## src/rtl/lfsr_ctrl.sv

```systemverilog
// Round-robin controller sharing one 8-bit LFSR among NREQ requesters: seed load, STEPS shifts per draw, one-cycle grant.
// Optional macro LFSR_CTRL_LOCKUP_EN: an all-zero draw is withheld and retried from SEED for the same winner.
module lfsr_ctrl #(
    parameter int          NREQ  = 4,
    parameter int          STEPS = 8,
    parameter logic [7:0]  SEED  = 8'hE9
) (
    input  logic            i_clk,
    input  logic            i_rst_n,
    input  logic [NREQ-1:0] i_req,
    output logic [NREQ-1:0] o_gnt,
    output logic [7:0]      o_rnd_data,
    output logic            o_rnd_valid,
    input  logic            i_reseed,
    input  logic [7:0]      i_seed_in,
    output logic            o_busy,
    output logic [7:0]      o_lfsr_data,
    output logic            o_lfsr_load,
    output logic            o_lfsr_en,
    input  logic [7:0]      i_lfsr_out
);

    localparam int PW = (NREQ > 1) ? $clog2(NREQ) : 1;

    typedef enum logic [1:0] {LOAD, IDLE, STEP, GRANT} state_t;

    state_t          r_state;
    state_t          w_state_next;
    logic [7:0]      r_cnt;
    logic [PW-1:0]   r_ptr;
    logic [PW-1:0]   r_winner;
    logic [PW-1:0]   w_winner;
    logic [PW-1:0]   w_ptr_next;
    logic            w_found;
    logic            r_pend;
    logic            r_retry;
    logic [7:0]      r_seed;
    logic [7:0]      r_rnd_data;
    logic            w_lockup;
    logic            w_grant;
    logic [NREQ-1:0] w_gnt;
    int              v_idx;

    // Scan downward from ptr+NREQ-1 to ptr so the nearest set bit at or after ptr is the last one written.
    always_comb begin
        w_found  = 1'b0;
        w_winner = '0;
        v_idx    = 0;
        for (int i = NREQ - 1; i >= 0; i--) begin
            v_idx = (int'(r_ptr) + i) % NREQ;
            if (i_req[PW'(v_idx)]) begin
                w_found  = 1'b1;
                w_winner = PW'(v_idx);
            end
        end
    end

    assign w_ptr_next = (r_winner == PW'(NREQ - 1)) ? '0 : r_winner + PW'(1);

`ifdef LFSR_CTRL_LOCKUP_EN
    assign w_lockup = (r_state == GRANT) && (i_lfsr_out == 8'h00);
`else
    assign w_lockup = 1'b0;
`endif

    always_ff @(posedge i_clk or negedge i_rst_n) begin
        if (!i_rst_n) begin
            r_state <= LOAD;
        end else begin
            r_state <= w_state_next;
        end
    end

    always_comb begin
        w_state_next = r_state;
        case (r_state)
            LOAD:    w_state_next = r_retry ? STEP : IDLE;
            IDLE: begin
                if (r_pend) begin
                    w_state_next = LOAD;
                end else if (w_found) begin
                    w_state_next = STEP;
                end
            end
            STEP:    if (r_cnt == 8'd1) w_state_next = GRANT;
            GRANT:   w_state_next = w_lockup ? LOAD : IDLE;
            default: w_state_next = LOAD;
        endcase
    end

    always_ff @(posedge i_clk or negedge i_rst_n) begin
        if (!i_rst_n) begin
            r_cnt      <= 8'd0;
            r_ptr      <= '0;
            r_winner   <= '0;
            r_pend     <= 1'b0;
            r_retry    <= 1'b0;
            r_seed     <= SEED;
            r_rnd_data <= 8'h00;
        end else begin
            if (i_reseed) begin
                r_pend <= 1'b1;
                r_seed <= (i_seed_in == 8'h00) ? SEED : i_seed_in;
            end else if (r_state == LOAD) begin
                r_pend <= 1'b0;
            end

            // Counter is preloaded in every non-STEP state so any entry into STEP starts a full run.
            if (r_state == STEP) begin
                r_cnt <= r_cnt - 8'd1;
            end else begin
                r_cnt <= 8'(STEPS);
            end

            case (r_state)
                LOAD:  r_retry <= 1'b0;
                IDLE:  if (!r_pend && w_found) r_winner <= w_winner;
                GRANT: begin
                    if (w_lockup) begin
                        r_retry <= 1'b1;
                        if (!i_reseed) r_seed <= SEED;
                    end else begin
                        r_rnd_data <= i_lfsr_out;
                        r_ptr      <= w_ptr_next;
                    end
                end
                default: ;
            endcase
        end
    end

    assign w_grant = (r_state == GRANT) && !w_lockup;

    generate
        for (genvar gi = 0; gi < NREQ; gi++) begin : g_gnt
            assign w_gnt[gi] = w_grant && (r_winner == PW'(gi));
        end
    endgenerate

    // During the grant cycle the freshly stepped LFSR value is presented directly so data is valid with gnt.
    assign o_gnt       = w_gnt;
    assign o_rnd_valid = w_grant;
    assign o_rnd_data  = w_grant ? i_lfsr_out : r_rnd_data;
    assign o_busy      = (r_state != IDLE);
    assign o_lfsr_load = (r_state == LOAD);
    assign o_lfsr_en   = (r_state == STEP);
    assign o_lfsr_data = r_seed;

endmodule

```

## config.mk

```make
export PLATFORM = sky130hd
export DESIGN_NAME = lfsr_ctrl
export DESIGN_NICKNAME = d
export VERILOG_FILES = /design/src/rtl/lfsr_ctrl.sv
export SDC_FILE = /design/constraint.sdc
export NUM_CORES = 1
export LEC_CHECK = 0
export ABC_CLOCK_PERIOD_IN_PS = 3500
export CAP_MARGIN = 20
export CORE_ASPECT_RATIO = 0.8
export CORE_MARGIN = 1
export CORE_UTILIZATION = 35
export CTS_BUF_LIST = sky130_fd_sc_hd__clkbuf_16
export DETAILED_ROUTE_END_ITERATION = 7
export PLACE_DENSITY = 0.6
export SETUP_SLACK_MARGIN = 0.02
export SYNTH_ARGS = -nofsm -noshare
export SYNTH_HDL_FRONTEND = slang
export SYNTH_SLANG_ARGS = --single-unit
```

## constraint.sdc

```tcl
create_clock -name i_clk -period 3.5 [get_ports i_clk]
set_clock_uncertainty 0.2 [all_clocks]
set_input_delay 0.875 -clock i_clk [delete_from_list [all_inputs] [get_ports i_clk]]
set_output_delay 0.875 -clock i_clk [all_outputs]
set_load 0.03 [all_outputs]
```

Word level (Yosys, flattened, before mapping). Cells that the tools add are included.

Add/subtract/negate cells: 5. Reduce and logical (&&, ||, !) cells: 13. Multiplexer cells: 30. Equal/unequal tests: 10. Order comparisons: 4.

Operator list (count): $mux W8 (3); $lt A2 B4 Y1 const B (4); $mux W2 (8); $mux W1 (14); $bmux W1 S2 (4); $eq A2 B2 Y1 const B (4); $eq A8 B1 Y1 const B (1); $logic_not A8 Y1 (1); $sub A8 B1 Y8 const B (1); $pmux W2 S3 (1); $logic_and A1 B1 Y1 (5); $add A2 B1 Y2 const B (2); $add A2 B2 Y2 const B (2); $eq A2 B1 Y1 const B (2); $logic_not A2 Y1 (2); $ne A2 B1 Y1 const B (2); $reduce_and A2 Y1 (2); $ne A3 B3 Y1 const B (1); $reduce_bool A2 Y1 (1); $reduce_or A2 Y1 (1); $logic_not A1 Y1 (1).

Register bits: 31. Word-level logic and storage cells: 69. Output and inout port bits: 24. Input port bits: 23.

Longest topological paths before layout.
Word-level depth: 11. Mapped depth: 5.

Worst setup path before layout. No wires, ideal clock.

Path kind: register -> output. Start point: register r_state[1]. End point: output o_rnd_data[0]. Path slack: 1.113 ns. Stages on the path, launching flop included: 4. Arrival: 1.312 ns. Data required time: 2.425 ns. Path through: dfrtp_1 > nand2_1 > clkbuf_1 > mux2_2.

Longest elaborated chain between the ends: 2.

RTL lines: from (decl) (line 27) `state_t r_state;`; from (signal assigned) (line 70) `r_state <= w_state_next;`; $eq A2 B2 Y1 (line 132) `assign w_grant = (r_state == GRANT) && !w_lockup;`; $mux W8 (line 143) `assign o_rnd_data = w_grant ? i_lfsr_out : r_rnd_data;`; to (decl) (line 12) `output logic [7:0] o_rnd_data,`.

No other way between the ends.

Final worst setup path.
Start point: input i_lfsr_out[0]. End point: output o_rnd_data[0].

Longest elaborated chain between the ends: 1.

RTL lines: from (decl) (line 20) `input logic [7:0] i_lfsr_out`; $mux W8 (line 143).

No other way between the ends.

==> impl_results.rst <==
.. list-table::
   :header-rows: 1

   * - Metric
     - Value
   * - Run status
     - finished, final reports clean
   * - Total number of vias
     - 1195
   * - Fill cell total of the finished layout
     - 347
   * - Top Ports
     - 47
   * - Data required time of the critical path
     - 2420 ps
   * - Sequential fraction of the synthesis area
     - between 50% and 60%
   * - Clock latency on the worst-skew pair
     - around 270 ps
   * - Via count of the first global-routing pass
     - between 1000 and 1500
   * - Aggregate negative setup slack
     - 0 ps
   * - Leak pwr
     - approximately 0.9 nW
   * - Max-slew violation count
     - 0
   * - Total nets after synthesis
     - 161
   * - Cell Pwr Density
     - between 400 and 500 nW/um^2
   * - Reg area
     - 782 um^2
   * - Part of the power in the clock network
     - between 40 and 50%
   * - Total of buffers placed on input and output ports
     - 46
   * - Antenna cells
     - 0
   * - Core area
     - 3900 um^2
   * - Combined area of all synthesized cells
     - 1460 um^2
   * - Number of setup buffers added after CTS
     - 0
   * - Post-synthesis compound-gate area fraction
     - between 10% and 20%
   * - Final worst path period share
     - between 90% and 100%
   * - # hold bufs at CTS
     - 0
   * - Parity-gate share of the synthesized area counting xor and xnor cells
     - about 1.8%
   * - Starting Density
     - a little under two fifths
   * - Count of clock tree sinks
     - 31
   * - Proportion of layout cells with a drive suffix above 1
     - between 10% and 20%
   * - Maximum number of pins on one net before global-route repair
     - 32
   * - Tightest Pin Transition
     - roughly 680 ps
   * - Final setup slack of the worst path
     - 261 ps
   * - Max-cap check violation count
     - 0
   * - TritonRoute pass-1 iters
     - 4
   * - Root Driver
     - sky130_fd_sc_hd__clkbuf_16
   * - Path class of the lowest-slack min-delay path
     - register to register
   * - Flop and latch count out of synthesis
     - 31
   * - Signed area change from the synthesized netlist to the final layout
     - 46.1%
   * - Final setup violation count
     - 0
   * - Placer congestion estimate
     - around 0.75
   * - Max Freq
     - between 300 and 400 MHz
   * - Number of remaining DRC errors
     - 0
   * - Distinct cells, synth
     - 31
   * - Switching part of the total
     - around a quarter
   * - Detail-routed net length per standard cell
     - 13.1 um
   * - Multiplexer share of the synthesized area
     - 9.95%
   * - Worst slew margin
     - between 50% and 60%
   * - Area used by multi-input combinational logic
     - 632 um^2
   * - Combinational group share of total power
     - between 10% and 20%
   * - Post-CTS clock slew at the launch and capture registers of the worst setup and hold paths
     - 50 ps
   * - Height of the die
     - 59.7 um
   * - Count of nets after finishing
     - between 200 and 250
   * - Final global-route overflow total
     - 0
   * - Max Fanout on Critical Path
     - 2
   * - Antenna violations before repair
     - 0
   * - Total wire length after detailed routing
     - 3.15 mm
   * - Post-synthesis share of cell area spent on and, or, nand and nor gates
     - roughly 16%
   * - Hold Vio Cnt, Final
     - 0
   * - Drt via density
     - 4.98
   * - Design internal power
     - around 0.69 mW
   * - TritonCTS Buffers
     - 5
   * - CP arrival
     - about 2200 ps
   * - Clock tree from TritonCTS
     - built
   * - Flop pwr share
     - between 40% and 50%
   * - Number of core rows
     - 20
   * - Overall Global Routing Usage
     - between 10% and 20%
   * - Largest buffer count on any clock path
     - 2
   * - CTS H-tree lvls
     - 2
   * - Mapped Cells
     - 132
   * - CP Launch Type
     - primary input
   * - NetSw
     - approximately 0.21 mW
   * - Nature of the critical path endpoint
     - primary output
   * - Drt first-iter violations
     - 25
   * - HPWL after detailed placement
     - approximately 2.4 mm
   * - Yosys synthesis warning count
     - 0
   * - Clock period minus worst slack
     - roughly 3200 ps
   * - Dpl ws
     - roughly 260 ps
   * - Mean area per synthesized cell
     - 11.1 um^2
   * - Wire length of the first global-routing pass
     - between 4 and 5 mm
   * - Post-cts repair resize count
     - 0
   * - Setup repair after global routing missed its margin
     - false
   * - Setup CP Type
     - primary input to primary output
   * - Residual antenna-violating net count after detailed routing
     - 0
   * - Die ar.
     - 4430 um^2
   * - Max rail drop VDD
     - around 0.25 mV
   * - Width of the die
     - roughly 74 um
   * - Adder and majority cell fraction of the synthesized area
     - under 10%
   * - Combinational family with the most area after synthesis
     - simple AND/OR/NAND/NOR gates
==> Yosys cell counts, drive strengths merged <==
master	number	share of area, %
mux2i	1	0.69
nor3b	1	0.51
or4	3	1.8
nor3	1	0.34
o211ai	1	0.51
o31ai	3	1.5
or2	1	0.43
nor2	12	3.1
dfstp	5	9.0
ha	6	5.1
o21ai	3	1.0
or4b	1	0.94
nand2b	4	1.7
a311oi	1	0.60
or3	3	1.5
nor4	3	1.3
o41ai	1	0.60
inv	9	2.3
and3	4	1.7
nand2	6	1.5
nor2b	1	0.43
dfrtp	26	45
a21oi	16	5.7
clkbuf	3	0.77
xnor2	3	1.8
mux2	12	9.3
o21bai	1	0.51
or3b	1	0.60
==> worst paths after layout <==
check	from	to	slack (ps)	depth (start not counted)
max in group asynchronous	i_rst_n	o_lfsr_data[3]$_DFFE_PN1P_	1980	2
min	o_lfsr_data[0]$_DFFE_PN1P_	o_lfsr_data[0]$_DFFE_PN1P_	290	2
max	i_lfsr_out[0]	o_rnd_data[0]	260	3
max reg2reg	r_cnt[4]$_DFF_PN0_	r_state[0]$_DFFE_PN0P_	1630	3
min in group asynchronous	i_rst_n	r_rnd_data[7]$_DFF_PN0_	800	2
min reg2reg	o_lfsr_data[0]$_DFFE_PN1P_	o_lfsr_data[0]$_DFFE_PN1P_	290	2
==> kinds of logic (layout without fill, tap and decap cells) <==
group,after synthesis,after routing
flip-flops,31,31
adder cells (fa/ha/maj),6,6
XOR/XNOR,3,3
multiplexers,13,13
buffers and inverters,12,65
AND/OR/NAND/NOR,41,41
AO/OA/AOI/OAI,26,26
==> power by group through the flow <==
stage | logic [mW] | registers, mW | clock network, mW
global placement | 0.118 | 0.390 | 0
CTS | 0.120 | 0.385 | 0.418
finish | 0.118 | 0.386 | 0.403
detailed placement | 0.120 | 0.391 | 0
global route | 0.127 | 0.387 | 0.435
floorplan | 0.0339 | 0.408 | 0
==> cell usage in the layout, fill, tap and decap left out, types with 4 or more instances in the layout <==
master | Yosys | final
sky130_fd_sc_hd__clkdlybuf4s50_1 | 0 | 46
sky130_fd_sc_hd__ha_1 | 6 | 6
sky130_fd_sc_hd__dfstp_2 | 5 | 5
sky130_fd_sc_hd__mux2_2 | 12 | 12
sky130_fd_sc_hd__nand2_1 | 6 | 6
sky130_fd_sc_hd__clkbuf_16 | 0 | 5
sky130_fd_sc_hd__and3_1 | 4 | 4
sky130_fd_sc_hd__inv_1 | 9 | 9
sky130_fd_sc_hd__dfrtp_1 | 26 | 26
sky130_fd_sc_hd__nand2b_1 | 4 | 4
sky130_fd_sc_hd__nor2_1 | 12 | 12
sky130_fd_sc_hd__a21oi_1 | 15 | 15
==> cell type report <==
class	count	area share (%)
flip-flops and latches	31	36.7
multi-input cells	89	29.6
inverters	9	1.58
clock buffers	5	5.87
clock inverters	3	0.704
repair buffers	48	22.3
well taps	55	3.23
==> sequential cells by signal, summed over array words and instances (netlist names) <==
signal,cells
r_winner,2
r_rnd_data,8
r_ptr,2
r_pend,1
r_cnt,8
r_state,2
o_lfsr_data,8
==> stage by stage <==
step	cells	hold slack, ps	total power [mW]	utilization, %	instance area, um^2
floorplan	132	285	0.442	-	1460
global placement	232	277	0.508	51.0	1990
detailed placement	232	284	0.511	51.0	1990
CTS	240	291	0.923	54.6	2130
global route	240	305	0.949	54.6	2130
finish	240	291	0.907	54.6	2130
==> metal layers <==
metal	track usage, %	wire, um	vias to the layer above
li1	-	-	569
met1	17.5	1370	582
met2	24.3	1450	37
met3	6.91	272	7
met4	6.59	51	0
met5	0	0	-
==> worst max-delay path, stage by stage <==
cell and delay, ps:
sky130_fd_sc_hd__clkdlybuf4s50_1 460, sky130_fd_sc_hd__mux2_2 150, sky130_fd_sc_hd__clkdlybuf4s50_1 680
Power figures use the tool's default switching activity.
